`config.mk`:
```
export PLATFORM = sky130hd
export DESIGN_NAME = sisc_fetch_unit
export DESIGN_NICKNAME = d
export VERILOG_FILES = /design/src/rtl/sisc_fetch_unit.sv
export SDC_FILE = /design/constraint.sdc
export NUM_CORES = 1
export LEC_CHECK = 0
export CAP_MARGIN = 20
export CORE_ASPECT_RATIO = 1.75
export CORE_MARGIN = 2
export CORE_UTILIZATION = 34
export CTS_CLUSTER_DIAMETER = 150
export CTS_CLUSTER_SIZE = 14
export DETAILED_ROUTE_END_ITERATION = 10
export HOLD_SLACK_MARGIN = 0.12
export PLACE_DENSITY = 0.69
export SLEW_MARGIN = 40
export SYNTH_ARGS = -nofsm -noshare
export SYNTH_HDL_FRONTEND = slang
export SYNTH_SLANG_ARGS = --single-unit
```
`constraint.sdc`:
```
create_clock -name clk -period 3.7 [get_ports clk]
set_input_delay 0.555 -clock clk [delete_from_list [all_inputs] [get_ports clk]]
set_output_delay 0.555 -clock clk [all_outputs]
set_load 0.05 [all_outputs]
```
`src/rtl/sisc_fetch_unit.sv`:
```
// sisc_fetch_unit: program counter, instruction register and imem fetch sequencer.
// The control FSM issues pc_rst / pc_write / pc_sel / br_sel / ir_load commands.
// Instruction memory answers over a req/ack handshake, so fetch latency varies.
// Optional feature: define FETCH_TIMEOUT_EN to abandon a fetch after TIMEOUT_CYC
// cycles without ack. The abandoned fetch loads a NOOP into IR and sets fetch_err.
//
//   state  | meaning
//   IDLE   | no fetch outstanding; ir_load starts one from the current PC
//   REQ    | imem_req held high with a latched address, waiting for imem_ack
module sisc_fetch_unit #(
    parameter int ADDR_W      = 16,
    parameter int TIMEOUT_CYC = 15
) (
    input  logic              clk,
    input  logic              rst_f,
    input  logic              pc_rst,
    input  logic              pc_write,
    input  logic              pc_sel,
    input  logic              br_sel,
    input  logic              ir_load,
    output logic              imem_req,
    output logic [ADDR_W-1:0] imem_addr,
    input  logic              imem_ack,
    input  logic [31:0]       imem_rdata,
    output logic [ADDR_W-1:0] pc,
    output logic [31:0]       instr,
    output logic [3:0]        opcode,
    output logic [3:0]        mm,
    output logic [ADDR_W-1:0] imm,
    output logic              fetch_busy,
    output logic              fetch_done,
    output logic              fetch_err
);

    if ((ADDR_W < 8) || (ADDR_W > 16) || (TIMEOUT_CYC < 1)) begin : g_bad_cfg
        $error("sisc_fetch_unit: ADDR_W must be 8..16 and TIMEOUT_CYC at least 1");
    end

    typedef enum logic {
        S_IDLE = 1'b0,
        S_REQ  = 1'b1
    } state_t;

    state_t              state, state_nx;
    logic [ADDR_W-1:0]   pc_q, pc_nx;
    logic [31:0]         ir_q, ir_nx;
    logic                req_q, req_nx;
    logic [ADDR_W-1:0]   addr_q, addr_nx;
    logic                done_q, done_nx;
    logic [ADDR_W-1:0]   target;

`ifdef FETCH_TIMEOUT_EN
    // Down-counter loaded on REQ entry; reaching zero without ack is the timeout.
    localparam int CNT_W = (TIMEOUT_CYC > 1) ? $clog2(TIMEOUT_CYC) : 1;
    logic [CNT_W-1:0]    cnt_q, cnt_nx;
    logic                err_q, err_nx;

    // Timeout counter and sticky error flag.
    always_ff @(posedge clk or negedge rst_f) begin
        if (!rst_f) begin
            cnt_q <= '0;
            err_q <= 1'b0;
        end else begin
            cnt_q <= cnt_nx;
            err_q <= err_nx;
        end
    end

    assign fetch_err = err_q;
`else
    assign fetch_err = 1'b0;
`endif

    // State, PC, IR and handshake registers.
    always_ff @(posedge clk or negedge rst_f) begin
        if (!rst_f) begin
            state  <= S_IDLE;
            pc_q   <= '0;
            ir_q   <= 32'h0;
            req_q  <= 1'b0;
            addr_q <= '0;
            done_q <= 1'b0;
        end else begin
            state  <= state_nx;
            pc_q   <= pc_nx;
            ir_q   <= ir_nx;
            req_q  <= req_nx;
            addr_q <= addr_nx;
            done_q <= done_nx;
        end
    end

    // Branch target from the pre-edge PC and the current IR immediate. The
    // immediate is already ADDR_W wide, so sign extension is the identity and
    // the modular add covers both directions.
    always_comb begin
        target = br_sel ? (pc_q + ir_q[ADDR_W-1:0]) : ir_q[ADDR_W-1:0];
    end

    // Next-state logic: PC update and fetch sequencing.
    always_comb begin
        state_nx = state;
        pc_nx    = pc_q;
        ir_nx    = ir_q;
        req_nx   = req_q;
        addr_nx  = addr_q;
        done_nx  = 1'b0;
`ifdef FETCH_TIMEOUT_EN
        cnt_nx   = cnt_q;
        err_nx   = pc_rst ? 1'b0 : err_q;
`endif

        if (pc_rst) begin
            pc_nx = '0;
        end else if (pc_write) begin
            pc_nx = pc_sel ? target : (pc_q + 1'b1);
        end

        case (state)
            S_IDLE: begin
                if (ir_load) begin
                    addr_nx  = pc_q;
                    req_nx   = 1'b1;
                    state_nx = S_REQ;
`ifdef FETCH_TIMEOUT_EN
                    cnt_nx   = CNT_W'(TIMEOUT_CYC - 1);
`endif
                end
            end
            S_REQ: begin
                if (imem_ack) begin
                    ir_nx    = imem_rdata;
                    req_nx   = 1'b0;
                    done_nx  = 1'b1;
                    state_nx = S_IDLE;
                end
`ifdef FETCH_TIMEOUT_EN
                else if (cnt_q == '0) begin
                    ir_nx    = 32'h0;
                    req_nx   = 1'b0;
                    done_nx  = 1'b1;
                    err_nx   = 1'b1;
                    state_nx = S_IDLE;
                end else begin
                    cnt_nx = cnt_q - 1'b1;
                end
`endif
            end
            default: begin
                state_nx = S_IDLE;
                req_nx   = 1'b0;
            end
        endcase
    end

    assign imem_req   = req_q;
    assign imem_addr  = addr_q;
    assign pc         = pc_q;
    assign instr      = ir_q;
    assign opcode     = ir_q[31:28];
    assign mm         = ir_q[27:24];
    assign imm        = ir_q[ADDR_W-1:0];
    assign fetch_busy = (state == S_REQ);
    assign fetch_done = done_q;

endmodule

```
==> flow_summary.json, run 1 <==
{
  "status": "complete, no violations",
  "finalPower_mw": 3.77,
  "peakVddDrop_uv": 349,
  "fin_setup_tns_ns": 0,
  "grtUsageTotal_pct": 18.6,
  "rows": 52,
  "postCtsSetupBuffers": 0,
  "drv_cap": 0,
  "die_x_um": 86.5,
  "routed_wl_um": 11600,
  "syn_to_final_growth_pct": 38.2,
  "startpoint": "pc[0]",
  "grt_pass1_wl_um": 18500,
  "synth.distinct_cells": 57,
  "final_common_cell": "clkdlybuf4s50_1",
  "clk_latency_ns": 0.33,
  "synth_nets": 462,
  "finClkSkew_ns": 0.00655,
  "hold_path_class": "in2async",
  "dp.cells": 633,
  "worstPathArrival_ns": 2.95,
  "clockBufferDepth": 2,
  "synth_area_mm2": 0.00405,
  "fp.dieArea_mm2": 0.0128,
  "viasPerCell": 5.44,
  "hpwl_um": 8740,
  "maxSlewViolCount": 0,
  "dieHeight_um": 148,
  "post-route-util_pct": 48.3,
  "fmax_mhz": 369,
  "num_vias": 3533,
  "yosysSeqAreaShare_pct": 41.4,
  "yosys_warnings": 0,
  "synth.avg_cell_area_um2": 10.0,
  "synth-seq-cells": 67,
  "top_level_ports": 132,
  "p_leak_nw": 2.42,
  "antenna_found_initial": 0,
  "worstSetupStartpointType": "flip-flop",
  "clk_pin_slew_ns": 0.06,
  "tightest_slew_ns": 0.636,
  "drt-wirelength-per-cell_um": 17.9,
  "start_util_pct": 35.0,
  "gp_congestion": 0.941,
  "fin_crit_sh_pct": 73.2,
  "cts_buffers": 9,
  "path_class": "reg2reg",
  "slew-limit-headroom_pct": 57.6,
  "grt.overflow.total": 0,
  "whs_ns": 0.214,
  "endpoint_kind": "flip-flop",
  "drive_gt1_share_pct": 14.2,
  "netlist_instances": 405,
  "grt_pass1_vias": 3704,
  "diodes": 0,
  "ctsHoldBuffers": 0,
  "async_flop_share_pct": 100,
  "grt_start_max_net_pins": 68,
  "power.density_mw_per_mm2": 674,
  "nets": 566,
  "setup-violations-final": 0,
  "worstPathRequired_ns": 3.94,
  "ant_nets": 0,
  "drc": 0,
  "ctsResizeCount": 0,
  "layout_common_cells": "clkdlybuf4s50_1, dfrtp_1, mux2_2",
  "portBuffers": 130,
  "cts-root-buf": "clkbuf_16",
  "grt_setup_unrepaired": "no",
  "crit_fanout": 8,
  "rr_startpoint": "pc[0]",
  "cts_sinks": 67,
  "finalHoldViolations": 0,
  "synth-edff-count": 0,
  "synth_ff_type": "dfrtp_1",
  "drt_iter0_markers": 195,
  "coreArea_mm2": 0.0116,
  "cts_tree": "built",
  "dr.pass1.iters": 4,
  "period_needed_ns": 2.71,
  "stdcell_count": 649,
  "htreeDepth": 3
}
## metrics by stage
step	setup slack [ns]	area, µm²
finish	0.993	5600
CTS	0.984	5590
floorplan	1.01	4050
global placement	1.14	5270
detailed placement	1.00	5280
global route	0.771	5600
## final timing paths
check                           slack [ns]            to  cells after the start
worst max-delay path                  0.99        pc[14]                     10
worst min-delay path                  0.21     instr[31]                      1
worst max register to register        0.99        pc[14]                     10
worst min register to register        0.49  imem_addr[1]                      2
max in group asynchronous             3.03    fetch_busy                      1
min in group clk                      0.49  imem_addr[1]                      2
## worst max-delay path, stage by stage, from the launching register on
cell	delay, ns
dfrtp_1	0.46
ha_1	0.27
inv_1	0.09
fa_1	0.21
nor2b_1	0.06
o21ai_1	0.21
a21boi_2	0.12
o31a_1	0.27
nor3_1	0.33
mux2_2	0.38
a211oi_1	0.23
## routing by layer
metal | share of wire (%) | wire length, µm | track usage, %
met2 | 55 | 6360 | 33.3
met3 | 4.5 | 522 | 3.88
met5 | 0 | 0 | 0
met1 | 37 | 4240 | 19.6
met4 | 4.0 | 466 | 10.9
## flip-flops by register name (all words and copies together), names as in the netlist
register and count:
fetch_busy 1, imem_addr 16, fetch_done 1, instr 32
imem_req 1, pc 16
## cell usage after synthesis (all sizes together) (2+ instances only)
cell | instances | share of area (%)
and4 | 2 | 0.43
clkbuf | 14 | 1.5
a41oi | 2 | 0.43
and3 | 10 | 1.6
ha | 16 | 4.9
and2 | 2 | 0.31
buf | 28 | 5.5
mux2i | 6 | 1.5
nor3b | 3 | 0.68
a2111oi | 3 | 1.1
nor2 | 30 | 2.8
mux2 | 44 | 12
inv | 12 | 1.1
a221oi | 3 | 0.65
a21oi | 19 | 2.3
a221o | 2 | 0.49
o21a | 3 | 0.56
nor2b | 6 | 0.93
a32oi | 2 | 0.43
a22oi | 2 | 0.37
o22ai | 2 | 0.31
a21o | 6 | 1.1
nand4 | 4 | 0.62
xor2 | 5 | 1.1
a31oi | 5 | 0.77
xnor2 | 4 | 0.86
o21ai | 30 | 3.7
nand3 | 5 | 0.62
a211oi | 10 | 1.9
nand2 | 32 | 3.0
o31ai | 3 | 0.56
o211ai | 3 | 0.56
dfrtp | 67 | 41
nor3 | 6 | 0.74
## area by class of cell
class / instances / area (µm²)
Tap cell: 135 / 169
Clock buffer: 9 / 225
Sequential cell: 67 / 1680
Timing Repair Buffer: 135 / 1340
Fill cell: 1084 / 5990
Clock inverter: 7 / 92.6
Inverter: 13 / 48.8
Multi-Input combinational cell: 283 / 2040
## power by group
group / switching (mW) / internal, mW
clock network: 0.328 / 0.588
registers: 0.153 / 0.874
logic: 1.18 / 0.652
total: 1.66 / 2.11
## cell families after synthesis
kind of cell	synth area share [%]
buf+inv	8.22
compound gates	16.7
simple gates	12.5
other cells	0.0926
fa+ha+maj	5.44
flops	41.4
xor+xnor	1.95
mux	13.7
Note: power is estimated with default switching activity, not from simulation.
==> run 2: changes to the inputs <==
--- a/config.mk
+++ b/config.mk
@@ -13,7 +13,7 @@
 export CTS_CLUSTER_SIZE = 14
 export DETAILED_ROUTE_END_ITERATION = 10
 export HOLD_SLACK_MARGIN = 0.12
-export PLACE_DENSITY = 0.69
+export PLACE_DENSITY = 0.71
 export SLEW_MARGIN = 40
 export SYNTH_ARGS = -nofsm -noshare
 export SYNTH_HDL_FRONTEND = slang
==> constraint.sdc (replaced) <==
create_clock -name clk -period 2.35 [get_ports clk]
set_input_delay 0.3525 -clock clk [delete_from_list [all_inputs] [get_ports clk]]
set_output_delay 0.3525 -clock clk [all_outputs]
set_load 0.05 [all_outputs]
==> flow_summary.json, run 2 (synthesis gave the netlist of run 1 again) <==
{
  "status": "complete, no violations",
  "finalHoldViolations": 0,
  "grt_pass1_vias": 3824,
  "grt.overflow.total": 0,
  "maxSlewViolCount": 0,
  "min_from": "imem_addr[14]",
  "worstPathRequired_ns": 2.61,
  "die_x_um": 86.5,
  "clk_pin_slew_ns": 0.06,
  "critical-path-top-delay-family": "compound AO/OA/AOI/OAI gates",
  "cp.depth": 10,
  "gp_congestion": 0.914,
  "drc": 0,
  "worstPathArrival_ns": 2.55,
  "htreeDepth": 3,
  "rr_worst_depth": 10,
  "nets": 595,
  "fp.dieArea_mm2": 0.0128,
  "power.density_mw_per_mm2": 1030,
  "grt_start_max_net_pins": 68,
  "start_util_pct": 35.0,
  "cts_tree": "built",
  "dr.pass1.iters": 4,
  "tightest_slew_ns": 0.647,
  "grt_pass1_wl_um": 19000,
  "crit_slowest_cell": "dfrtp_2",
  "switching_share_pct": 43.1,
  "coreArea_mm2": 0.0116,
  "endpoint_kind": "flip-flop",
  "largest_register_ffs": 32,
  "cts_sinks": 67,
  "switchingPower_mw": 2.63,
  "power_frac_comb_pct": 50.3,
  "path_class": "reg2reg",
  "hpwl_um": 9010,
  "pwr-share-clk_pct": 24.1,
  "antenna_found_initial": 0,
  "rows": 52,
  "period_needed_ns": 2.30,
  "fmax_mhz": 435,
  "min_path_cells": 2,
  "clk_latency_ns": 0.34,
  "seqPwrFrac_pct": 25.6,
  "slew-limit-headroom_pct": 56.8,
  "layout_common_cells": "clkdlybuf4s50_1, dfrtp_1, mux2_2",
  "grtUsageTotal_pct": 19.2,
  "grt_setup_unrepaired": "yes",
  "design_area_mm2": 0.00592,
  "worstSetupStartpointType": "flip-flop",
  "cts-root-buf": "clkbuf_16",
  "syn_to_final_growth_pct": 46.3,
  "drt_iter0_markers": 186,
  "ant_nets": 0,
  "routed_wl_um": 12000,
  "startpoint": "pc[0]",
  "drive_gt1_share_pct": 22.7,
  "setup-violations-final": 0,
  "dieHeight_um": 148,
  "drt-wirelength-per-cell_um": 17.7,
  "diodes": 0,
  "slowest_delay_ns": 0.43,
  "path_cells": "ha_4 > inv_2 > fa_2 > nor2b_2 > o21ai_2 > a21boi_2 > o31a_1 > nor3_4 > mux2_4 > a211oi_2",
  "hold_path_class": "reg2reg",
  "cts_buffers": 9,
  "p_int_mw": 3.48,
  "clockBufferDepth": 2,
  "rr_startpoint": "pc[0]",
  "worst-path-buf-inv": 1,
  "final_common_cell": "clkdlybuf4s50_1",
  "top_level_ports": 132,
  "portBuffers": 130,
  "fin_setup_tns_ns": 0,
  "num_vias": 3605,
  "viasPerCell": 5.32,
  "crit_fanout": 3,
  "finClkSkew_ns": 0.00635,
  "peakVddDrop_uv": 565,
  "dpl-instance-area_mm2": 0.00555,
  "drv_cap": 0,
  "p_leak_nw": 2.56,
  "post-route-util_pct": 51.2,
  "fin_crit_sh_pct": 97.8
}
[run 2: cell types whose count changed in the layout (fill, tap and decap cells not counted), moves of 3 or more]
cell      change
ha_1          -3
a211oi_2      +3
a211oi_1      -3
dfrtp_2      +11
dfrtp_1      -11
buf_4        +27
[run 2: worst reg2reg max path, cell delays in order (launching register included)]
cell      delay [ns]
dfrtp_2         0.43
ha_4            0.18
inv_2           0.06
fa_2            0.20
nor2b_2         0.05
o21ai_2         0.14
a21boi_2        0.10
o31a_1          0.29
nor3_4          0.28
mux2_4          0.33
a211oi_2        0.17
[run 2: area by class of cell]
| type | instances | area (µm²) |
|---|---|---|
| inverter | 13 | 48.8 |
| fill | 1063 | 5660 |
| multi-input combinational | 283 | 2120 |
| sequential | 67 | 1690 |
| clock buffer | 10 | 239 |
| clock inverter | 6 | 88.8 |
| tap | 135 | 169 |
| timing repair buffer | 164 | 1570 |
[run 2: timing repair]
action	in CTS	in global routing
pin swaps	0	7
gates resized for setup	1	10
cloned	0	0
endpoints found under the setup margin	1	6
setup buffers	0	1
endpoints found under the hold margin	67	0
hold buffers	1	0
[run 2: metal layers]
layer	part of all wire (%)	GRT usage, %	up-vias
met1	37	20.4	1760
met4	3.4	8.98	0
met2	56	35.0	109
met5	0	0	-
li1	-	-	1711
met3	3.9	4.44	25
[run 2: through the flow]
stage          hold WS (ns)  setup slack [ns]  power [mW]  std cells
2_1_floorplan        0.0569           -0.0541        3.72        405
6_report              0.486            0.0515        6.11        678
5_1_grt               0.516           -0.0533        6.40        678
3_5_place_dp          0.399            0.0134        4.64        660
4_1_cts               0.487            0.0101        6.15        677
3_3_place_gp          0.473            0.0483        4.59        660
[run 2: worst paths after layout]
check | end | slack [ns]
min in group asynchronous | imem_addr[5] | 0.55
min | imem_addr[14] | 0.49
min reg2reg | imem_addr[14] | 0.49
max in group asynchronous | pc[1] | 1.28
max | pc[14] | 0.05
max reg2reg | pc[14] | 0.05
[run 2: power groups by stage]
stage / sequential (mW) / combinational (mW) / clock [mW]
after floorplan: 2.37 / 1.35 / 0
after global placement: 1.57 / 3.02 / 0
after detailed placement: 1.59 / 3.05 / 0
after CTS: 1.57 / 3.07 / 1.52
after global routing: 1.60 / 3.25 / 1.55
final: 1.57 / 3.08 / 1.47
==> patch 1: new RTL, flow settings as in run 1 <==
Add a define of `FETCH_TIMEOUT_EN`.
--- a/src/rtl/sisc_fetch_unit.sv
+++ b/src/rtl/sisc_fetch_unit.sv
@@ -7,6 +7,8 @@
 //   state  | meaning
 //   IDLE   | no fetch outstanding; ir_load starts one from the current PC
 //   REQ    | imem_req held high with a latched address, waiting for imem_ack
+`define FETCH_TIMEOUT_EN
+
 module sisc_fetch_unit #(
     parameter int ADDR_W      = 16,
     parameter int TIMEOUT_CYC = 15
Formal check against the unedited RTL: no difference found for any inputs over 4 cycles, from zero or initial values and one cycle with rst_f low; that may be too few to reach the edited logic, so the function may still have changed.
==> patch 1 against run 1 <==
  * Routed wire length fell by 1.7%
  * Setup slack better by 130 ps
  * Sequential cell count grew 5
  * Clock skew decreased by 2.6 ps
  * Power is 3.7% lower
  * Non-clock buffer count is 1 higher
  * Final area up 4.4%
  * Synthesized cell count rose by 5.7%
  * Synthesized area grew 5.0%
  * Critical endpoint unchanged
==> patch 1: results (changes against run 1) <==
Place
  • HPWL Detailed: 8460 microns (-3.2%)
  • Placed insts: 685 (+8.2%)
  • GPL Wtd Cong: 0.849 (-9.8%)
  • IO buf count: 131 (+0.77%)
  • Placement-stage cell area: 5550 sq um (+5.2%)

Layout
  • Sequential Area: 1800 sq um (+7.5%)
  • ClkCell Share: 0.0493 (-0.00752)
  • Fraction of area in multi-input gates: 0.366 (+0.000813)
  • Layout net count: 586 (+3.5%)
  • Inverters: 14 (+1)
  • #MultiIn Comb: 295 (+4.2%)
  • Layout Cells excl Fill: 700 (+7.9%)
  • Non-clock buffer count: 136 (+0.74%)
  • Clkbuf count: 10 (+1)

Global route
  • First-pass GRT wire length: 18800 microns (+1.7%)
  • Largest net degree at the start of global routing: 73 (+7.4%)
  • Met1 GRT Util: 0.215 (+0.0194)
  • Met3 Track Usage GR: 0.0277 (-0.0111)
  • GRT met2 Usage: 0.301 (-0.0319)
  • Vias in the first global route: 3678 (-0.70%)
  • Total global-route track usage: 0.177 (-0.00843)

Detailed routing
  • Met3 routed WL: 443 microns (-15%)
  • DR WL/cell: 16.3 microns (-8.9%)
  • DRT met1 WL: 4510 microns (+6.4%)
  • Vias: 3642 (+3.1%)
  • Iteration-0 DRC Markers: 266 (+36%)

Logic synthesis
  • Syn_area_per_cell: 9.94 sq um (-0.61%)
  • Cell variety after synth: 60 (+5.3%)
  • Register area share after synthesis: 0.424 (+0.00957)
  • Synth Instances: 428 (+5.7%)
  • Synth top area cells: dfrtp_1, a22o_1, ha_1
  • Net Count, Synth: 486 (+5.2%)

Power
  • Largest vdd supply drop: 363 uV (+4.0%)
  • Leakage: 2.49 nW (+3.0%)

Setup path
  • R2r setup slk: 1120 ps (+130 ps)
  • Max FO, Critical Path: 9 (+1)
  • CP arrival: 2860 ps (-90 ps)

Status
  • Outcome: completed

Timing
  • Tcrit/Tclk final: 0.698 (-0.0340)
  • Slew of the pin with the lowest slew margin: 799 ps (+163 ps)
==> patch 1: cell types whose count changed after synthesis, sizes merged, moves of 5 or more <==
cell    change
a22o       +31
mux2       -28
nand2       -7
nand3       +7
clkbuf      +6
a21oi       +5
a311oi      +5
and3        -5
dfrtp       +5
==> patch 1: power by group <==
group | leakage (nW) | internal [mW] | switching (mW)
logic | 1.44 | 0.609 | 1.08
registers | 0.920 | 0.926 | 0.165
clock network | 0.135 | 0.518 | 0.330
==> patch 1: kinds of logic after synthesis <==
family,share of synthesized area
buffers and inverters,0.0756
XOR/XNOR,0.0226
AND/OR/NAND/NOR,0.142
multiplexers,0.0588
adder cells (fa/ha/maj),0.0547
flip-flops,0.424
AO/OA/AOI/OAI,0.223
==> patch 1: worst max-delay path: stages (launching register included) <==
cell      delay [ps]
dfrtp_1          500
ha_1             220
inv_1             60
fa_1             410
nor2b_1          170
o31a_1           260
o21ai_2          130
a311oi_4         260
a311oi_1         140
a41o_1           240
a21oi_2          120
==> patch 2: new RTL, flow settings as in run 1 <==
Without the edit above. Take the reset off `pc_q`, `ir_q` and `addr_q` and load them in a clocked block of their own.
--- a/src/rtl/sisc_fetch_unit.sv
+++ b/src/rtl/sisc_fetch_unit.sv
@@ -75,19 +75,19 @@
     always_ff @(posedge clk or negedge rst_f) begin
         if (!rst_f) begin
             state  <= S_IDLE;
-            pc_q   <= '0;
-            ir_q   <= 32'h0;
             req_q  <= 1'b0;
-            addr_q <= '0;
             done_q <= 1'b0;
         end else begin
             state  <= state_nx;
-            pc_q   <= pc_nx;
-            ir_q   <= ir_nx;
             req_q  <= req_nx;
-            addr_q <= addr_nx;
             done_q <= done_nx;
         end
+    end
+
+    always_ff @(posedge clk) begin
+        pc_q   <= pc_nx;
+        ir_q   <= ir_nx;
+        addr_q <= addr_nx;
     end
 
     // Branch target from the pre-edge PC and the current IR immediate. The
Check against the original RTL: not equivalent (a bounded check fails within 4 cycles, from zero or initial values; the reset may be asserted at any time).
==> patch 2 against run 1 <==
  * Routed wire length is 17% lower
  * Final area is 6.7% lower
  * Highest routed layer unchanged
  * Setup slack better by 160 ps
  * First-iteration DRC count is 15% higher
  * Synthesized area is 10% lower
  * Sequential cell count stayed put
  * Critical endpoint is now pc[14]
  * Global-route usage is 1.2 points lower
  * Largest cell class is now registers
Power is not compared: it rests on default switching activity, and its combinational part moved more than twofold at a synthesized area within 25%.
==> patch 2: results (changes against run 1) <==
Setup path
  • Max FO, Critical Path: 4 (-4)
  • Worst R2R Path Depth: 8 (-2)
  • CP arrival: 2800 ps (-150 ps)
  • Reg-to-reg critical path endpoint: pc[14]
  • R2r setup slk: 1150 ps (+160 ps)
  • Worst r2r src: instr[0]

Place
  • Pre-CTS setup slack: 1160 ps (+157 ps)
  • HPWL Detailed: 7430 microns (-15%)
  • IO buf count: 130 (unchanged)
  • Placed insts: 562 (-11%)
  • GPL Wtd Cong: 0.876 (-6.9%)
  • Placement-stage cell area: 4900 sq um (-7.2%)

Detailed routing
  • WL final: 9570 microns (-17%)
  • Vias: 3047 (-14%)
  • Via-to-Cell Ratio: 5.27 (-3.2%)
  • Iteration-0 DRC Markers: 225 (+15%)

Logic synthesis
  • Synth cell count leaders: edfxtp_1, nor2_1, buf_4
  • Synth Area in Compound Gates: 0.151 (-0.0156)
  • Multiplexer share of the synthesized area: 0.0338 (-0.103)
  • Asr flop ratio synth: 0.0448 (-0.955)
  • EDFF count, synth: 48 (+48)
  • Cell with the most instances after synthesis: edfxtp_1
  • Register area share after synthesis: 0.506 (+0.0917)
  • Syn_area_per_cell: 10.9 sq um (+8.7%)
  • Post-synthesis xor/xnor area fraction: 0.0338 (+0.0143)
  • Adder-Cell Fraction of Synth Area: 0.0606 (+0.00626)

Global route
  • Initial antenna violation count: 0 (unchanged)
  • Total global-route track usage: 0.174 (-0.0116)
  • Largest net degree at the start of global routing: 29 (-57%)
  • Vias in the first global route: 3063 (-17%)
  • First-pass GRT wire length: 15000 microns (-19%)

Layout
  • Max FFs per register: 32 (unchanged)
  • Proportion of layout cells with a drive suffix above 1: 0.0804 (-0.0617)
  • Layout net count: 500 (-12%)

Timing
  • Slew of the pin with the lowest slew margin: 802 ps (+165 ps)
  • Layout Skew: 4.57 ps (-1.98 ps)
  • Hold Slack: 395 ps (+180 ps)

Status
  • Outcome: completed

Clock tree
  • TritonCTS Buffers: 9 (unchanged)
patch 2: cell type report:
class | instances | area [sq um]
Timing Repair Buffer | 134 | 1330
Sequential cell | 67 | 1840
Inverter | 7 | 26.3
Tap cell | 130 | 163
Clock buffer | 12 | 256
Multi-Input combinational cell | 224 | 1540
Clock inverter | 4 | 72.6
Fill cell | 967 | 5350
patch 2: how the worst max path moves through the flow:
stage / to / slack, ps / start
after floorplan: pc[14] / 1090 / instr[0]
after global placement: pc[14] / 1200 / instr[0]
after detailed placement: pc[14] / 1160 / instr[0]
after CTS: pc[14] / 1120 / instr[0]
after global routing: pc[14] / 990 / instr[0]
final: pc[14] / 1150 / instr[0]
patch 2: cells by family (layout without fill, tap and decap cells):
logic type / after synthesis / count (layout)
simple gates: 96 / 96
mux: 11 / 11
buf+inv: 43 / 157
compound gates: 85 / 85
other cells: 1 / 1
flops: 67 / 67
fa+ha+maj: 17 / 17
xor+xnor: 14 / 14
patch 2: power groups by stage:
stage,combinational [mW],clock (mW),sequential [mW]
floorplan,0.291,0,1.13
global route,0.737,0.982,0.943
CTS,0.697,0.946,0.935
finish,0.695,0.930,0.935
detailed placement,0.694,0,0.950
global placement,0.688,0,0.948
patch 2: critical path, cell delays in order (launching register included):
cell and delay, ps:
edfxtp_1 420, ha_1 240, fa_1 430, a21oi_1 210, o211a_1 210, o211ai_1 150, a31oi_1 240, mux2_2 360
nor4_2 190
patch 2: layer usage:
| layer | up-vias | track usage | share of wire |
|---|---|---|---|
| met3 | 31 | 0.0461 | 0.055 |
| met1 | 1436 | 0.173 | 0.35 |
| met2 | 137 | 0.310 | 0.55 |
| met4 | 0 | 0.108 | 0.040 |
| li1 | 1443 | - | - |
| met5 | - | 0 | 0 |
